===== config.mk =====
export PLATFORM = sky130hd
export DESIGN_NAME = wb_data_sel_pipe_flat
export DESIGN_NICKNAME = d
export VERILOG_FILES = /design/src/rtl/wb_data_sel_pipe_if.sv /design/src/rtl/wb_data_sel_pipe.sv /design/src/flat_wrapper.sv
export SDC_FILE = /design/constraint.sdc
export NUM_CORES = 1
export LEC_CHECK = 0
export BUFFER_PORTS_ARGS = -buffer_cell sky130_fd_sc_hd__buf_2
export CAP_MARGIN = 40
export CORE_MARGIN = 2
export CORE_UTILIZATION = 39
export DETAILED_ROUTE_END_ITERATION = 6
export GPL_ROUTABILITY_DRIVEN = 0
export PLACE_DENSITY = 0.68
export SKIP_LAST_GASP = 1
export SYNTH_ARGS = -nofsm -noshare
export SYNTH_HDL_FRONTEND = slang
export SYNTH_SLANG_ARGS = --single-unit

===== constraint.sdc =====
create_clock -name clk -period 3.3 [get_ports clk]
set_input_delay 0.495 -clock clk [delete_from_list [all_inputs] [get_ports clk]]
set_output_delay 0.495 -clock clk [all_outputs]
set_load 0.1 [all_outputs]

===== src/rtl/wb_data_sel_pipe_if.sv =====
// Handshake bundle for the write-back selector: input beat (sources, select,
// extension, destination) with valid/ready, and the register-file side output.
interface wb_data_sel_pipe_if #(
  parameter int WIDTH  = 32,
  parameter int N_SRC  = 4,
  parameter int SEL_W  = 2,
  parameter int ADDR_W = 5
);
  logic                   in_valid;
  logic                   in_ready;
  logic [N_SRC*WIDTH-1:0] src_data;
  logic [SEL_W-1:0]       sel;
  logic [1:0]             ext_mode;
  logic [ADDR_W-1:0]      rd_addr;
  logic                   wr_en_in;
  logic                   out_valid;
  logic                   out_ready;
  logic [WIDTH-1:0]       out_data;
  logic [ADDR_W-1:0]      out_addr;
  logic                   out_wr_en;
  logic                   err_sel;

  modport master (
    output in_valid, src_data, sel, ext_mode,
    output rd_addr, wr_en_in, out_ready,
    input  in_ready, out_valid, out_data,
    input  out_addr, out_wr_en, err_sel
  );

  modport slave (
    input  in_valid, src_data, sel, ext_mode,
    input  rd_addr, wr_en_in, out_ready,
    output in_ready, out_valid, out_data,
    output out_addr, out_wr_en, err_sel
  );
endinterface


===== src/rtl/wb_data_sel_pipe.sv =====
// Registered write-back data selector with load extension and 2-entry skid.
// Ports: clk, reset (async, active-high), bus (slave side of the handshake).
module wb_data_sel_pipe #(
  parameter int WIDTH  = 32,
  parameter int N_SRC  = 4,
  parameter int SEL_W  = 2,
  parameter int ADDR_W = 5
) (
  input logic              clk,
  input logic              reset,
  wb_data_sel_pipe_if.slave bus
);

  typedef enum logic [1:0] {
    EMPTY,
    ONE,
    FULL
  } state_t;

  state_t state, state_nx;

  logic [WIDTH-1:0]  d, new_data;
  logic [WIDTH-1:0]  main_data, sk_data;
  logic [ADDR_W-1:0] main_addr, sk_addr;
  logic              main_wr, sk_wr, new_wr;
  logic              sel_ok, in_ready_q;
  logic              accept, xfer;
  logic              ld_main, ld_skid, mv_skid;

  // Out-of-range select yields zero data.
  always_comb begin
    d      = '0;
    sel_ok = 1'b0;
    for (int k = 0; k < N_SRC; k++) begin
      if (bus.sel == SEL_W'(k)) begin
        d      = bus.src_data[k*WIDTH +: WIDTH];
        sel_ok = 1'b1;
      end
    end
  end

  always_comb begin
    case (bus.ext_mode)
      2'b01:   new_data = {{(WIDTH-8){d[7]}}, d[7:0]};
      2'b10:   new_data = {{(WIDTH-16){d[15]}}, d[15:0]};
      2'b11:   new_data = {{(WIDTH-8){1'b0}}, d[7:0]};
      default: new_data = d;
    endcase
  end

  // x0 is hardwired; never write it.
  assign new_wr = bus.wr_en_in & (bus.rd_addr != '0);

  assign accept = bus.in_valid & in_ready_q;
  assign xfer   = (state != EMPTY) & bus.out_ready;

  always_comb begin
    state_nx = state;
    ld_main  = 1'b0;
    ld_skid  = 1'b0;
    mv_skid  = 1'b0;
    case (state)
      EMPTY: begin
        if (accept) begin
          state_nx = ONE;
          ld_main  = 1'b1;
        end
      end
      ONE: begin
        if (accept && !xfer) begin
          state_nx = FULL;
          ld_skid  = 1'b1;
        end else if (accept) begin
          ld_main = 1'b1;
        end else if (xfer) begin
          state_nx = EMPTY;
        end
      end
      FULL: begin
        if (xfer) begin
          state_nx = ONE;
          mv_skid  = 1'b1;
        end
      end
      default: state_nx = EMPTY;
    endcase
  end

  always_ff @(posedge clk or posedge reset) begin
    if (reset) begin
      state      <= EMPTY;
      in_ready_q <= 1'b1;
      bus.err_sel <= 1'b0;
    end else begin
      state      <= state_nx;
      in_ready_q <= (state_nx != FULL);
      if (accept && !sel_ok) bus.err_sel <= 1'b1;
    end
  end

  always_ff @(posedge clk or posedge reset) begin
    if (reset) begin
      main_data <= '0;
      main_addr <= '0;
      main_wr   <= 1'b0;
      sk_data   <= '0;
      sk_addr   <= '0;
      sk_wr     <= 1'b0;
    end else begin
      if (ld_main) begin
        main_data <= new_data;
        main_addr <= bus.rd_addr;
        main_wr   <= new_wr;
      end else if (mv_skid) begin
        main_data <= sk_data;
        main_addr <= sk_addr;
        main_wr   <= sk_wr;
      end
      if (ld_skid) begin
        sk_data <= new_data;
        sk_addr <= bus.rd_addr;
        sk_wr   <= new_wr;
      end
    end
  end

  assign bus.in_ready  = in_ready_q;
  assign bus.out_valid = (state != EMPTY);
  assign bus.out_data  = main_data;
  assign bus.out_addr  = main_addr;
  assign bus.out_wr_en = (state != EMPTY) & main_wr;

endmodule


===== src/flat_wrapper.sv =====
// flat-port wrapper written by rule: the top's interface ports become plain ports
module wb_data_sel_pipe_flat 
#(
  parameter int WIDTH  = 32,
  parameter int N_SRC  = 4,
  parameter int SEL_W  = 2,
  parameter int ADDR_W = 5
)
  (clk, reset, bus_in_valid, bus_src_data, bus_sel, bus_ext_mode, bus_rd_addr, bus_wr_en_in, bus_out_ready, bus_in_ready, bus_out_valid, bus_out_data, bus_out_addr, bus_out_wr_en, bus_err_sel);
  wb_data_sel_pipe_if #(.WIDTH(WIDTH), .N_SRC(N_SRC), .SEL_W(SEL_W), .ADDR_W(ADDR_W)) bus_i ();
  input logic clk;
  input logic reset;
  input wire logic [$bits(bus_i.in_valid)-1:0] bus_in_valid;
  input wire logic [$bits(bus_i.src_data)-1:0] bus_src_data;
  input wire logic [$bits(bus_i.sel)-1:0] bus_sel;
  input wire logic [$bits(bus_i.ext_mode)-1:0] bus_ext_mode;
  input wire logic [$bits(bus_i.rd_addr)-1:0] bus_rd_addr;
  input wire logic [$bits(bus_i.wr_en_in)-1:0] bus_wr_en_in;
  input wire logic [$bits(bus_i.out_ready)-1:0] bus_out_ready;
  output wire logic [$bits(bus_i.in_ready)-1:0] bus_in_ready;
  output wire logic [$bits(bus_i.out_valid)-1:0] bus_out_valid;
  output wire logic [$bits(bus_i.out_data)-1:0] bus_out_data;
  output wire logic [$bits(bus_i.out_addr)-1:0] bus_out_addr;
  output wire logic [$bits(bus_i.out_wr_en)-1:0] bus_out_wr_en;
  output wire logic [$bits(bus_i.err_sel)-1:0] bus_err_sel;
  assign bus_i.in_valid = bus_in_valid;
  assign bus_i.src_data = bus_src_data;
  assign bus_i.sel = bus_sel;
  assign bus_i.ext_mode = bus_ext_mode;
  assign bus_i.rd_addr = bus_rd_addr;
  assign bus_i.wr_en_in = bus_wr_en_in;
  assign bus_i.out_ready = bus_out_ready;
  assign bus_in_ready = bus_i.in_ready;
  assign bus_out_valid = bus_i.out_valid;
  assign bus_out_data = bus_i.out_data;
  assign bus_out_addr = bus_i.out_addr;
  assign bus_out_wr_en = bus_i.out_wr_en;
  assign bus_err_sel = bus_i.err_sel;
  wb_data_sel_pipe #(.WIDTH(WIDTH), .N_SRC(N_SRC), .SEL_W(SEL_W), .ADDR_W(ADDR_W)) u_core (.clk(clk), .reset(reset), .bus(bus_i));
endmodule

==> impl_metrics.json, run 1 <==
{
  "status": "complete, no violations",
  "critPathKind": "flop to output pin",
  "first_global_vias": 3975,
  "synth_area_per_cell_um2": 9.82,
  "pwr-share-seq": 0.310,
  "insertion_delay_ns": 0.36,
  "wl_met3_um": 1210,
  "h-tree-depth": 3,
  "slew_headroom": 0.518,
  "setup_slack_ns": 1.13,
  "synth_edf_count": 0,
  "drt_iter0_drc": 144,
  "placementRows": 38,
  "p_int_w": 0.00245,
  "synth.most_common_cell": "nand2_1",
  "netlist_area_um2": 4300,
  "detail_route.wl_per_cell_um": 16.4,
  "timing.final.crit_share": 0.657,
  "drv_cap": 0,
  "nets": 750,
  "wl_met1_um": 5050,
  "clkPwrFrac": 0.138,
  "drc": 0,
  "clock_path_buffers": 2,
  "area_growth_pct": 29.0,
  "synth_seq_area_share": 0.466,
  "cts-resized-gates": 0,
  "power_frac_comb": 0.553,
  "drt-total-wl_um": 12400,
  "dp_hpwl_um": 9110,
  "period_needed_ns": 2.17,
  "cts-root-buf": "clkbuf_8",
  "vias": 4005,
  "antenna_left": 0,
  "synthCells": 438,
  "worstMarginPinSlew_ns": 0.723,
  "p_sw_frac": 0.561,
  "cts_tree": "yes",
  "endpoint_kind": "output pin",
  "portBuffers": 182,
  "rsz0062_at_grt": "no",
  "wl_met2_um": 5910,
  "power_density_nw_per_um2": 1000,
  "top_layer": "met4",
  "critPathMaxFanout": 10,
  "leakagePower_nw": 2.81,
  "ioPinCount": 183,
  "cts_made_buffers": 9,
  "ys_warn_count": 0,
  "antenna_found_initial": 1,
  "ir_drop_v": 0.000739,
  "grt.overflow.total": 0,
  "netlist-cell-type-count": 41,
  "instances_no_fill": 754,
  "detail_route.vias_per_cell": 5.31,
  "post_cts_buffers": 0,
  "ys.flop_type": "dfrtp_1",
  "synth_area_leader_cell": "dfrtp_1",
  "register_area_um2": 2000,
  "cts_hold_buf": 0,
  "synth_top_area_share": 0.460,
  "drtPass1Iterations": 5,
  "async_flop_share": 1.00,
  "finalHoldViolCount": 0,
  "p_sw_w": 0.00313,
  "die_area_um2": 11900,
  "die_w_um": 109,
  "synth_nets": 580,
  "clkSlewWorstSetupHoldPaths_ns": 0.09,
  "cts.sinks": 80,
  "track_usage": 0.213,
  "dp_slack_ns": 0.869,
  "drive_above_1_share": 0.385,
  "dp_cells": 737,
  "yosys-top-cells-area": "dfrtp_1, mux2i_1, nand2_1, mux4_2, a32oi_1",
  "core_um2": 10800,
  "die_y_um": 109,
  "whs_ns": 0.105,
  "grt_pass1_wl_um": 19300,
  "worstHoldPathType": "input pin to asynchronous set/reset pin",
  "grt_max_degree": 47,
  "synth_commonest_cells": "nand2_1, dfrtp_1, mux2i_1",
  "drv_slew": 0,
  "start_util": 0.398,
  "setup_viol": 0,
  "fill_cells": 993,
  "worstPathArrival_ns": 1.67,
  "rr_worst_depth": 5,
  "synth-seq-cells": 80,
  "setup_tns_ns": 0,
  "multiInputGateArea_um2": 2150,
  "crit_required_ns": 2.80,
  "clock.fmax_ghz": 0.461,
  "critPathLaunchType": "flop",
  "fin_skew_ns": 0.0140
}
-- critical path, stage by stage, from the launching register on --
cell and delay, ns:
dfrtp_1 0.50, or2_2 0.37, and2_1 0.17, buf_2 0.29
-- registers in the layout, indices dropped and copies added (netlist names), 2 cells and up --
register and flops:
u_core.sk_data 32, u_core.bus.out_data 32, u_core.state 2, u_core.bus.out_addr 5, u_core.sk_addr 5
-- metrics by stage --
| step | instance area [um^2] | utilization | total power, W |
|---|---|---|---|
| 6_report | 5550 | 0.514 | 0.00557 |
| 5_1_grt | 5550 | 0.514 | 0.00586 |
| 4_1_cts | 5550 | 0.514 | 0.00561 |
| 3_5_place_dp | 5340 | 0.495 | 0.00484 |
| 3_3_place_gp | 5330 | 0.494 | 0.00476 |
| 2_1_floorplan | 4300 | - | 0.00420 |
-- layout by cell type (no fill, tap or decap), types with 8 or more instances in the layout --
master,count
nor2_1,19
buf_4,13
clkbuf_8,9
o22ai_1,13
dfrtp_1,79
nand2_1,112
o21ai_0,19
buf_2,181
nand2b_1,8
a32oi_1,16
o22a_1,15
mux2i_1,48
a22oi_1,15
a31oi_1,11
-- cells by family after synthesis --
kind of cell / after synthesis / synth area share
and+or+nand+nor: 159 / 0.161
AOI/OAI and AO/OA: 103 / 0.176
DFF: 80 / 0.466
muxes: 59 / 0.160
buffers and inverters: 37 / 0.0375
-- final cells by class --
type,instances,area share
antenna,1,0.000451
clock buffer,9,0.0223
clock inverter,7,0.0151
inverter,2,0.00158
multi-input combinational,321,0.387
sequential,80,0.361
tap,140,0.0316
timing repair buffer,194,0.181
-- metal layers --
layer  track usage  vias to the layer above
met3        0.0622                       17
met5             0                        -
li1              -                     1932
met1         0.263                     1849
met2         0.360                      207
met4        0.0678                        0
-- final timing paths --
path                                                             to                           start  slack [ns]
max in group asynchronous       u_core.bus.out_data[23]$_DFFE_PP0P_                           reset        2.48
worst min register to register       u_core.bus.err_sel$_DFFE_PP0P_  u_core.bus.err_sel$_DFFE_PP0P_        0.38
worst max-delay path                                  bus_out_wr_en       u_core.state[1]$_DFF_PP0_        1.13
min in group clk                      u_core.sk_addr[0]$_DFFE_PP0P_                  bus_rd_addr[0]        0.36
worst min-delay path                 u_core.bus.err_sel$_DFFE_PP0P_                           reset        0.11
worst max register to register       u_core.sk_data[17]$_DFFE_PP0P_       u_core.state[1]$_DFF_PP0_        1.47
-- power by group through the flow --
stage	clock (W)	sequential, W	combinational [W]
detailed placement	0	0.00174	0.00310
CTS	0.000784	0.00172	0.00310
global placement	0	0.00172	0.00304
floorplan	0	0.00336	0.000845
global route	0.000831	0.00178	0.00325
finish	0.000768	0.00173	0.00308
No activity file was read; power rests on OpenSTA's default activity.
==> run 2, diff against run 1 <==
--- a/config.mk
+++ b/config.mk
@@ -5,13 +5,14 @@
 export SDC_FILE = /design/constraint.sdc
 export NUM_CORES = 1
 export LEC_CHECK = 0
+export ABC_AREA = 1
 export BUFFER_PORTS_ARGS = -buffer_cell sky130_fd_sc_hd__buf_2
 export CAP_MARGIN = 40
 export CORE_MARGIN = 2
 export CORE_UTILIZATION = 39
 export DETAILED_ROUTE_END_ITERATION = 6
 export GPL_ROUTABILITY_DRIVEN = 0
-export PLACE_DENSITY = 0.68
+export PLACE_DENSITY = 0.71
 export SKIP_LAST_GASP = 1
 export SYNTH_ARGS = -nofsm -noshare
 export SYNTH_HDL_FRONTEND = slang
==> constraint.sdc (replaced) <==
create_clock -name clk -period 1.86 [get_ports clk]
set_input_delay 0.279 -clock clk [delete_from_list [all_inputs] [get_ports clk]]
set_output_delay 0.279 -clock clk [all_outputs]
set_load 0.1 [all_outputs]
==> run 2 against run 1 <==
Worst hold slack improved by 0.12 ns. Clock skew fell by 0.0078 ns. Critical path depth did not move.
==> impl_metrics.json, run 2 <==
{
  "placed_cell_area_um2": 5610,
  "fin_util": 0.531,
  "cts_hold_buf": 1,
  "netlist_area_um2": 4450,
  "clock_path_buffers": 2,
  "vias": 4769,
  "synth-simple-area-share": 0.380,
  "detail_route.wl_per_cell_um": 13.6,
  "instances_no_fill": 974,
  "area_growth_pct": 34.5,
  "synth_top_area_share": 0.444,
  "fin_skew_ns": 0.00615,
  "final_common_cell": "nand2_1",
  "synthAdderAreaFrac": 0,
  "cts_made_buffers": 9,
  "rsz0062_at_grt": "no",
  "ioPinCount": 183,
  "drt-total-wl_um": 13200,
  "grt_max_degree": 44,
  "synthMuxAreaShare": 0,
  "die_w_um": 111,
  "ys.flop_type": "dfrtp_1",
  "clkSlewWorstSetupHoldPaths_ns": 0.06,
  "portBuffers": 182,
  "cts-resized-gates": 0,
  "detail_route.vias_per_cell": 4.90,
  "ir_drop_v": 0.00107,
  "drv_slew": 0,
  "reg2reg_to": "u_core.bus.out_data[1]$_DFFE_PP0P_",
  "worstHoldStart": "bus_rd_addr[4]",
  "insertion_delay_ns": 0.34,
  "synth_area_leader_cell": "dfrtp_1",
  "antenna_left": 0,
  "worst_path_max_delay_cell": "dfrtp_1",
  "use_met2": 0.365,
  "track_usage": 0.220,
  "max_stage_delay_ns": 0.42,
  "crit_required_ns": 1.58,
  "synth_commonest_cells": "nand2_1, nor2_1, dfrtp_1",
  "synth_seq_area_share": 0.450,
  "grt.overflow.total": 0,
  "die_area_um2": 12300,
  "power_w": 0.0109,
  "cts.sinks": 80,
  "clock.fmax_ghz": 0.616,
  "antenna_found_initial": 0,
  "drc": 0,
  "cts-root-buf": "clkbuf_16",
  "synth_compound_area_frac": 0.103,
  "crit_chain": "nor2_1 -> nor2_2 -> buf_2",
  "h-tree-depth": 3,
  "setup_viol": 0,
  "whs_endpoint": "u_core.sk_addr[4]$_DFFE_PP0P_",
  "post_cts_buffers": 0,
  "cts_tree": "yes",
  "synth.most_common_cell": "nand2_1",
  "power_density_nw_per_um2": 1820,
  "cp_top_family": "flip-flops",
  "netlist-cell-type-count": 24,
  "slew_headroom": 0.650,
  "drive_above_1_share": 0.280,
  "synth_nets": 792,
  "critPathKind": "flop to output pin",
  "met1_usage": 0.298,
  "worstHoldPathType": "input pin to flop",
  "nets": 968,
  "final_cell_area_um2": 5990,
  "placementRows": 39,
  "timing.final.crit_share": 0.873,
  "synth-xor-area-share": 0,
  "synth_area_per_cell_um2": 6.85,
  "final_cell_mix": "nand2_1, buf_2, nor2_1",
  "ys_warn_count": 0,
  "rr_worst_depth": 6,
  "crit_buf_inv": 1,
  "fill_cells": 1171,
  "synthCells": 650,
  "grt_busiest_layer": "met2",
  "die_y_um": 111,
  "setup_tns_ns": 0,
  "dp_hpwl_um": 9750,
  "drtPass1Iterations": 4,
  "yosys-top-cells-area": "dfrtp_1, nand2_1, nor2_1, nand3_1, o21ai_0",
  "finalHoldViolCount": 0,
  "drv_cap": 0,
  "antennaDiodeCount": 0,
  "worstMarginPinSlew_ns": 0.524,
  "first_global_vias": 4675,
  "ff2ff_setup_slack_ns": 0.26,
  "synth-seq-cells": 80,
  "dp_cells": 957,
  "start_util": 0.395,
  "period_needed_ns": 1.62,
  "grt.met3_usage": 0.0312,
  "r2r-start": "u_core.bus.in_ready$_DFF_PP1_",
  "worstPathArrival_ns": 1.34,
  "endpoint_kind": "output pin",
  "synth_edf_count": 0,
  "drt_iter0_drc": 211,
  "grt_pass1_wl_um": 22200,
  "async_flop_share": 1.00,
  "leakagePower_nw": 3.23,
  "synth_top_family_by_area": "simple AND/OR/NAND/NOR gates",
  "status": "complete, no violations",
  "critPathMaxFanout": 5,
  "core_um2": 11300,
  "min_path_cells": 3,
  "critPathLaunchType": "flop"
}
==> run 2: kinds of logic (layout without fill, tap and decap cells) <==
kind of cell    Yosys count  in the layout
simple gates            417            417
compound gates           83             83
flops                    80             80
buf+inv                  70            251
==> run 2: layout make-up <==
class	instances	area (um^2)	area share
clock inverter	7	143	0.0238
clock buffer	9	225	0.0376
sequential	80	2000	0.335
multi-input combinational	500	2170	0.362
inverter	29	113	0.0188
timing repair buffer	206	1160	0.193
tap	143	179	0.0299
==> run 2: report_power, final <==
| group | switching, W | total [W] | internal [W] | leakage (nW) |
|---|---|---|---|---|
| clock | 0.000720 | 0.00217 | 0.00145 | 0.180 |
| combinational | 0.00457 | 0.00572 | 0.00115 | 2.06 |
| sequential | 0.000426 | 0.00299 | 0.00256 | 0.986 |
| total | 0.00572 | 0.0109 | 0.00516 | 3.23 |
==> run 2: worst max-delay path by stage <==
stage / startpoint / endpoint / slack (ns) / cells after the start
after detailed placement: bus_sel[0] / u_core.bus.out_data[28]$_DFFE_PP0P_ / 0.20 / 7
final: u_core.state[1]$_DFF_PP0_ / bus_out_wr_en / 0.24 / 3
after global placement: bus_sel[0] / u_core.bus.out_data[22]$_DFFE_PP0P_ / 0.22 / 7
after global routing: u_core.state[0]$_DFF_PP0_ / u_core.bus.out_data[6]$_DFFE_PP0P_ / 0.06 / 7
after floorplan: u_core.bus.in_ready$_DFF_PP1_ / u_core.bus.out_addr[4]$_DFFE_PP0P_ / 0.05 / 7
after CTS: u_core.state[1]$_DFF_PP0_ / bus_out_wr_en / 0.21 / 3
==> run 2: worst reg2reg max path, delay by kind of cell (launching register included) <==
| family | cells | cell delay (ns) |
|---|---|---|
| DFF | 1 | 0.52 |
| AOI/OAI and AO/OA | 1 | 0.11 |
| and+or+nand+nor | 5 | 0.91 |
==> run 2: stage by stage <==
step	setup WS (ns)	hold WS (ns)
2_1_floorplan	0.0520	0.400
3_3_place_gp	0.220	0.343
3_5_place_dp	0.198	0.345
4_1_cts	0.212	0.213
5_1_grt	0.0642	0.224
6_report	0.237	0.221
==> run 2: layer usage <==
| metal | wire length, um | vias to the layer above |
|---|---|---|
| met3 | 803 | 17 |
| li1 | - | 2438 |
| met5 | 0 | - |
| met4 | 241 | 0 |
| met1 | 6080 | 2142 |
| met2 | 6120 | 172 |
